===== src/rtl/gpio_uart_tx.sv =====
// Watches a 32-bit GPIO word and prints every change on a UART TX line
// as 8 uppercase hex digits followed by CR LF.
module gpio_uart_tx #(
    parameter int CLKS_PER_BIT = 434,
    parameter int FIFO_DEPTH   = 4
) (
    input  logic        clk,
    input  logic        rst,
    input  logic [31:0] data_in,
    output logic        tx,
    output logic        busy,
    output logic        overflow
);

    localparam int TW = $clog2(CLKS_PER_BIT);
    localparam int PW = $clog2(FIFO_DEPTH);
    localparam int CW = PW + 1;
    localparam logic [TW-1:0] LAST = TW'(CLKS_PER_BIT - 1);

    typedef enum logic [1:0] {IDLE, START, DATA, STOP} state_t;

    state_t        state, state_n;
    logic [31:0]   prev_q;
    logic [31:0]   mem [FIFO_DEPTH];
    logic [PW-1:0] wr_ptr, rd_ptr;
    logic [CW-1:0] count;
    logic [31:0]   word_q, word_n;
    logic [3:0]    char_idx, char_idx_n;
    logic [7:0]    shreg, shreg_n;
    logic [2:0]    bit_idx, bit_idx_n;
    logic [TW-1:0] timer, timer_n;
    logic          tx_q, tx_n;
    logic          pop, push, full, accept, tick;

    function automatic logic [7:0] char_of(input logic [31:0] w, input logic [3:0] idx);
        logic [31:0] s;
        logic [3:0]  n;
        s = w << {idx[2:0], 2'b00};
        n = s[31:28];
        if (idx == 4'd8)      char_of = 8'h0D;
        else if (idx == 4'd9) char_of = 8'h0A;
        else if (n < 4'd10)   char_of = 8'h30 + {4'h0, n};
        else                  char_of = 8'h37 + {4'h0, n};
    endfunction

    assign push   = data_in != prev_q;
    assign full   = count == CW'(FIFO_DEPTH);
    // A pop on the same edge frees the slot a full FIFO needs.
    assign accept = push & (~full | pop);
    assign tick   = timer == LAST;

    assign tx   = tx_q;
    assign busy = (state != IDLE) | (count != '0);

    always_ff @(posedge clk) begin
        if (accept) mem[wr_ptr] <= data_in;
    end

    always_ff @(posedge clk) begin
        if (rst) begin
            prev_q   <= '0;
            wr_ptr   <= '0;
            rd_ptr   <= '0;
            count    <= '0;
            overflow <= 1'b0;
        end else begin
            if (push) prev_q <= data_in;
            if (accept) wr_ptr <= wr_ptr + PW'(1);
            if (pop) rd_ptr <= rd_ptr + PW'(1);
            if (accept & ~pop) count <= count + CW'(1);
            else if (~accept & pop) count <= count - CW'(1);
            if (push & ~accept) overflow <= 1'b1;
        end
    end

    always_ff @(posedge clk) begin
        if (rst) begin
            state    <= IDLE;
            word_q   <= '0;
            char_idx <= '0;
            shreg    <= '0;
            bit_idx  <= '0;
            timer    <= '0;
            tx_q     <= 1'b1;
        end else begin
            state    <= state_n;
            word_q   <= word_n;
            char_idx <= char_idx_n;
            shreg    <= shreg_n;
            bit_idx  <= bit_idx_n;
            timer    <= timer_n;
            tx_q     <= tx_n;
        end
    end

    always_comb begin
        state_n    = state;
        word_n     = word_q;
        char_idx_n = char_idx;
        shreg_n    = shreg;
        bit_idx_n  = bit_idx;
        timer_n    = tick ? '0 : timer + TW'(1);
        tx_n       = tx_q;
        pop        = 1'b0;
        unique case (state)
            IDLE: begin
                timer_n = '0;
                if (count != '0) begin
                    pop        = 1'b1;
                    word_n     = mem[rd_ptr];
                    char_idx_n = '0;
                    shreg_n    = char_of(mem[rd_ptr], 4'd0);
                    tx_n       = 1'b0;
                    state_n    = START;
                end
            end
            START: begin
                if (tick) begin
                    tx_n      = shreg[0];
                    bit_idx_n = '0;
                    state_n   = DATA;
                end
            end
            DATA: begin
                if (tick) begin
                    if (bit_idx == 3'd7) begin
                        tx_n    = 1'b1;
                        state_n = STOP;
                    end else begin
                        shreg_n   = shreg >> 1;
                        tx_n      = shreg[1];
                        bit_idx_n = bit_idx + 3'd1;
                    end
                end
            end
            STOP: begin
                if (tick) begin
                    if (char_idx < 4'd9) begin
                        char_idx_n = char_idx + 4'd1;
                        shreg_n    = char_of(word_q, char_idx + 4'd1);
                        tx_n       = 1'b0;
                        state_n    = START;
                    end else begin
                        state_n = IDLE;
                    end
                end
            end
            default: state_n = IDLE;
        endcase
    end

endmodule

===== config.mk =====
export PLATFORM = sky130hd
export DESIGN_NAME = gpio_uart_tx
export DESIGN_NICKNAME = d
export VERILOG_FILES = /design/src/rtl/gpio_uart_tx.sv
export SDC_FILE = /design/constraint.sdc
export NUM_CORES = 1
export LEC_CHECK = 0
export ABC_AREA = 1
export ABC_CLOCK_PERIOD_IN_PS = 6650
export BUFFER_PORTS_ARGS = -buffer_cell sky130_fd_sc_hd__buf_2
export CAP_MARGIN = 20
export CORE_ASPECT_RATIO = 1.2
export CORE_MARGIN = 1
export CORE_UTILIZATION = 50
export DETAILED_ROUTE_END_ITERATION = 10
export HOLD_SLACK_MARGIN = 0.12
export PLACE_DENSITY = 0.78
export SLEW_MARGIN = 20
export SYNTH_ARGS = -nofsm -noshare
export SYNTH_HDL_FRONTEND = slang
export SYNTH_SLANG_ARGS = --single-unit

===== constraint.sdc =====
create_clock -name clk -period 6.65 [get_ports clk]
set_clock_uncertainty 0.05 [all_clocks]
set_input_delay 0.3325 -clock clk [delete_from_list [all_inputs] [get_ports clk]]
set_output_delay 0.3325 -clock clk [all_outputs]
set_load 0.005 [all_outputs]

==> results.cfg <==
[clocking]
clkLatencyLatePin_ns = 0.51
cts.clk_slew.worst_paths_ns = 0.06
clock_sinks = 228
cts_tree = done
htree_levels = 1
cts_made_buffers = 23
root_buffer = clkbuf_16
cts_buffer_depth = 3

[cells_and_area]
syn_to_final_growth_pct = 15.4
fin_cells = 1342
num_antenna_cells = 0
fin_nets = 1123
fin_area_mm2 = 0.0111
drive_above_1_share = 0.104

[timing]
hold_viol_final = 0
final.setup.worst_slack_ns = 3.52
drv_slew = 0
max_slew.worst_pin.slew_ns = 0.987
finalCritPeriodShare = 0.470
fmax_mhz = 320
relSlewSlack = 0.342
final-setup-viol-count = 0
rsz0062_at_grt = false
fin_tns_setup_ns = 0
period_minus_slack_ns = 3.13

[routing]
drtIter0Drc = 447
via_per_inst = 5.24
wl_per_cell_um = 15.0
drt-pass1-iter-count = 5
num_vias = 7027
drc_errors = 0
ant_nets = 0
drt-total-wl_um = 20200

[grt]
overflow = 0
grt_pass1_vias = 6993
track_usage = 0.212
grt_pass1_wl_um = 33300
grt_start_max_net_pins = 70
antenna_found_initial = 0

[place]
placed_cell_area_mm2 = 0.0100
post-place-cells = 1268
place.gp.congestion = 0.887
portBuffers = 36
hpwl_um = 12000
dpl_worst_slack_ns = 3.56

[power]
seq_power_share = 0.392
net-switching-power_mw = 1.85
ir_drop_v = 0.000284
total_power_mw = 4.97
power.leakage_nw = 4.43
internal_power_mw = 3.12
clkPwrFrac = 0.259
switching_share = 0.372
p_comb_frac = 0.349
power.density_mw_per_mm2 = 448

[worst_setup_path]
r2r-end = shreg[2]$_SDFFE_PP0P_
worst-path-max-fanout = 20
crit-reg2reg-launch = char_idx[0]$_SDFFE_PP0P_
crit_path_end_kind = flop
rr_worst_depth = 16
cp-startpoint = char_idx[0]$_SDFFE_PP0P_
crit_family = simple AND/OR/NAND/NOR gates
worstSetupPathType = reg -> reg
startpoint_type = flop
cp_cell_sequence = inv_2 -> ha_1 -> inv_1 -> nor2_1 -> o21ai_0 -> nand2_1 -> nand2_1 -> nand2_1 -> inv_1 -> ha_1 -> nand3b_1 -> nand4_1 -> nand2_1 -> nand2_1 -> nand2_1 -> a21oi_2
crit_arrival_ns = 3.53
crit_path_end = shreg[2]$_SDFFE_PP0P_
cp_slowest_cell = dfxtp_1
crit_path_max_incr_delay_ns = 0.75
path_buf_inv = 3
crit_top_cell = nand2_1
r2r_slack_ns = 3.52
cp.required_ns = 7.05
cp_num_cells = 16

[flow_run]
cap_viol_max_count = 0

[die]
core_area_mm2 = 0.0189
placementRows = 55
die_h_um = 154
io_pins = 37
die_w_um = 129
fp.dieArea_mm2 = 0.0198
initial_core_util = 0.510

[synthesis]
ys_warn_count = 0
synth_seq_cells = 228
ys_seq_area_frac = 0.607
syn_area_per_cell_um2 = 9.54
synth_cells = 1009
netlist_area_mm2 = 0.00963
synth_fp_nets = 1063
async_reset_ff_frac = 0
synth.distinct_cells = 41
synth_edf_count = 128
synth_flop_cell = edfxtp_1

[run_status]
status = complete, no violations

[hold_path]
holdCritPathClass = reg -> reg
area by class of cell:
| class | instances | area [um2] |
|---|---|---|
| Clock inverter | 12 | 120 |
| Tap cell | 256 | 320 |
| Fill cell | 1588 | 7750 |
| Sequential cell | 228 | 5850 |
| Inverter | 108 | 405 |
| Timing Repair Buffer | 77 | 568 |
| Multi-Input combinational cell | 631 | 3200 |
| Clock buffer | 30 | 642 |
registers in the layout (all words and copies together), names as in the netlist, named ones only:
signal	flops
bit_idx	3
char_idx	4
count	3
mem	128
overflow	1
prev_q	32
rd_ptr	2
shreg	7
state	2
timer	9
tx	1
word_q	32
wr_ptr	2
synth_stat cells (all sizes together) (2+ instances only):
cell type	count	share of area
nand2	118	0.049
buf	14	0.0087
nor4	2	0.0013
ha	19	0.025
nor2	199	0.078
a211oi	5	0.0039
edfxtp	128	0.40
nor3	8	0.0042
or2	5	0.0032
xnor2	7	0.0071
inv	108	0.042
nand3	39	0.022
a31oi	31	0.020
dfxtp	100	0.21
nand4	11	0.0078
a21oi	45	0.025
xor2	18	0.017
clkbuf	28	0.011
o21ai	116	0.061
placed cells by master (no fill, tap or decap), types with 2 or more instances in the layout:
| master | instances |
|---|---|
| nor2_1 | 194 |
| ha_1 | 19 |
| inv_6 | 2 |
| nand2_4 | 3 |
| buf_4 | 9 |
| a31oi_1 | 31 |
| nand3_2 | 4 |
| edfxtp_1 | 128 |
| xnor2_1 | 6 |
| clkinvlp_4 | 2 |
| clkinv_1 | 2 |
| bufinv_16 | 2 |
| clkbuf_8 | 4 |
| nand3_1 | 35 |
| a211oi_1 | 5 |
| inv_2 | 5 |
| dfxtp_1 | 99 |
| nand2_1 | 114 |
| xor2_1 | 17 |
| nand4_1 | 10 |
| a21oi_2 | 2 |
| clkbuf_1 | 3 |
| buf_2 | 36 |
| or2_2 | 5 |
| o21ai_0 | 113 |
| clkbuf_16 | 23 |
| nor4_1 | 2 |
| o21ai_1 | 2 |
| inv_1 | 103 |
| nor2_2 | 5 |
| a21oi_1 | 42 |
| clkinv_2 | 4 |
| dlygate4sd3_1 | 32 |
| nor3_1 | 8 |
routing by layer:
layer	wire, um	global-route usage	part of all wire
met1	8320	0.255	0.41
met2	10300	0.379	0.51
met3	850	0.0299	0.042
met4	636	0.0835	0.032
met5	0	0	0
worst min-delay path by stage:
stage | start | end | cells after the start
floorplan | data_in[0] | mem[0][0]$_DFFE_PP_ | 0
global placement | bit_idx[2]$_SDFFE_PP0P_ | bit_idx[2]$_SDFFE_PP0P_ | 2
detailed placement | tx$_SDFFE_PP1P_ | tx$_SDFFE_PP1P_ | 2
CTS | rst | prev_q[13]$_SDFFE_PP0P_ | 2
global route | rd_ptr[1]$_SDFFE_PP0P_ | flop | 2
finish | timer[0]$_SDFF_PP0_ | timer[0]$_SDFF_PP0_ | 1
per-stage QoR:
stage	utilization	hold slack (ns)
4_1_cts	0.589	0.411
3_3_place_gp	0.532	0.394
3_5_place_dp	0.532	0.410
2_1_floorplan	-	0.381
5_1_grt	0.589	0.457
6_report	0.589	0.417
power groups by stage:
stage	sequential (mW)	combinational [mW]	clock, mW
after floorplan	1.93	1.32	0
after global placement	1.96	1.66	0
after detailed placement	1.97	1.71	0
after CTS	1.95	1.74	1.31
after global routing	1.98	1.96	1.37
final	1.95	1.74	1.29
cell families (layout without fill, tap and decap cells):
logic type	Yosys count	count (layout)	synth area share
AO/OA/AOI/OAI	201	201	0.112
XOR/XNOR	25	25	0.0243
adder cells (fa/ha/maj)	20	20	0.0268
buffers and inverters	150	227	0.0617
flip-flops	228	228	0.607
AND/OR/NAND/NOR	385	385	0.168
repair_timing:
action	in CTS	in global routing
resized for setup	0	0
hold endpoints to repair	160	0
hold buffers	32	0
buffers inserted	0	0
Note: power is estimated with default switching activity, not from simulation.
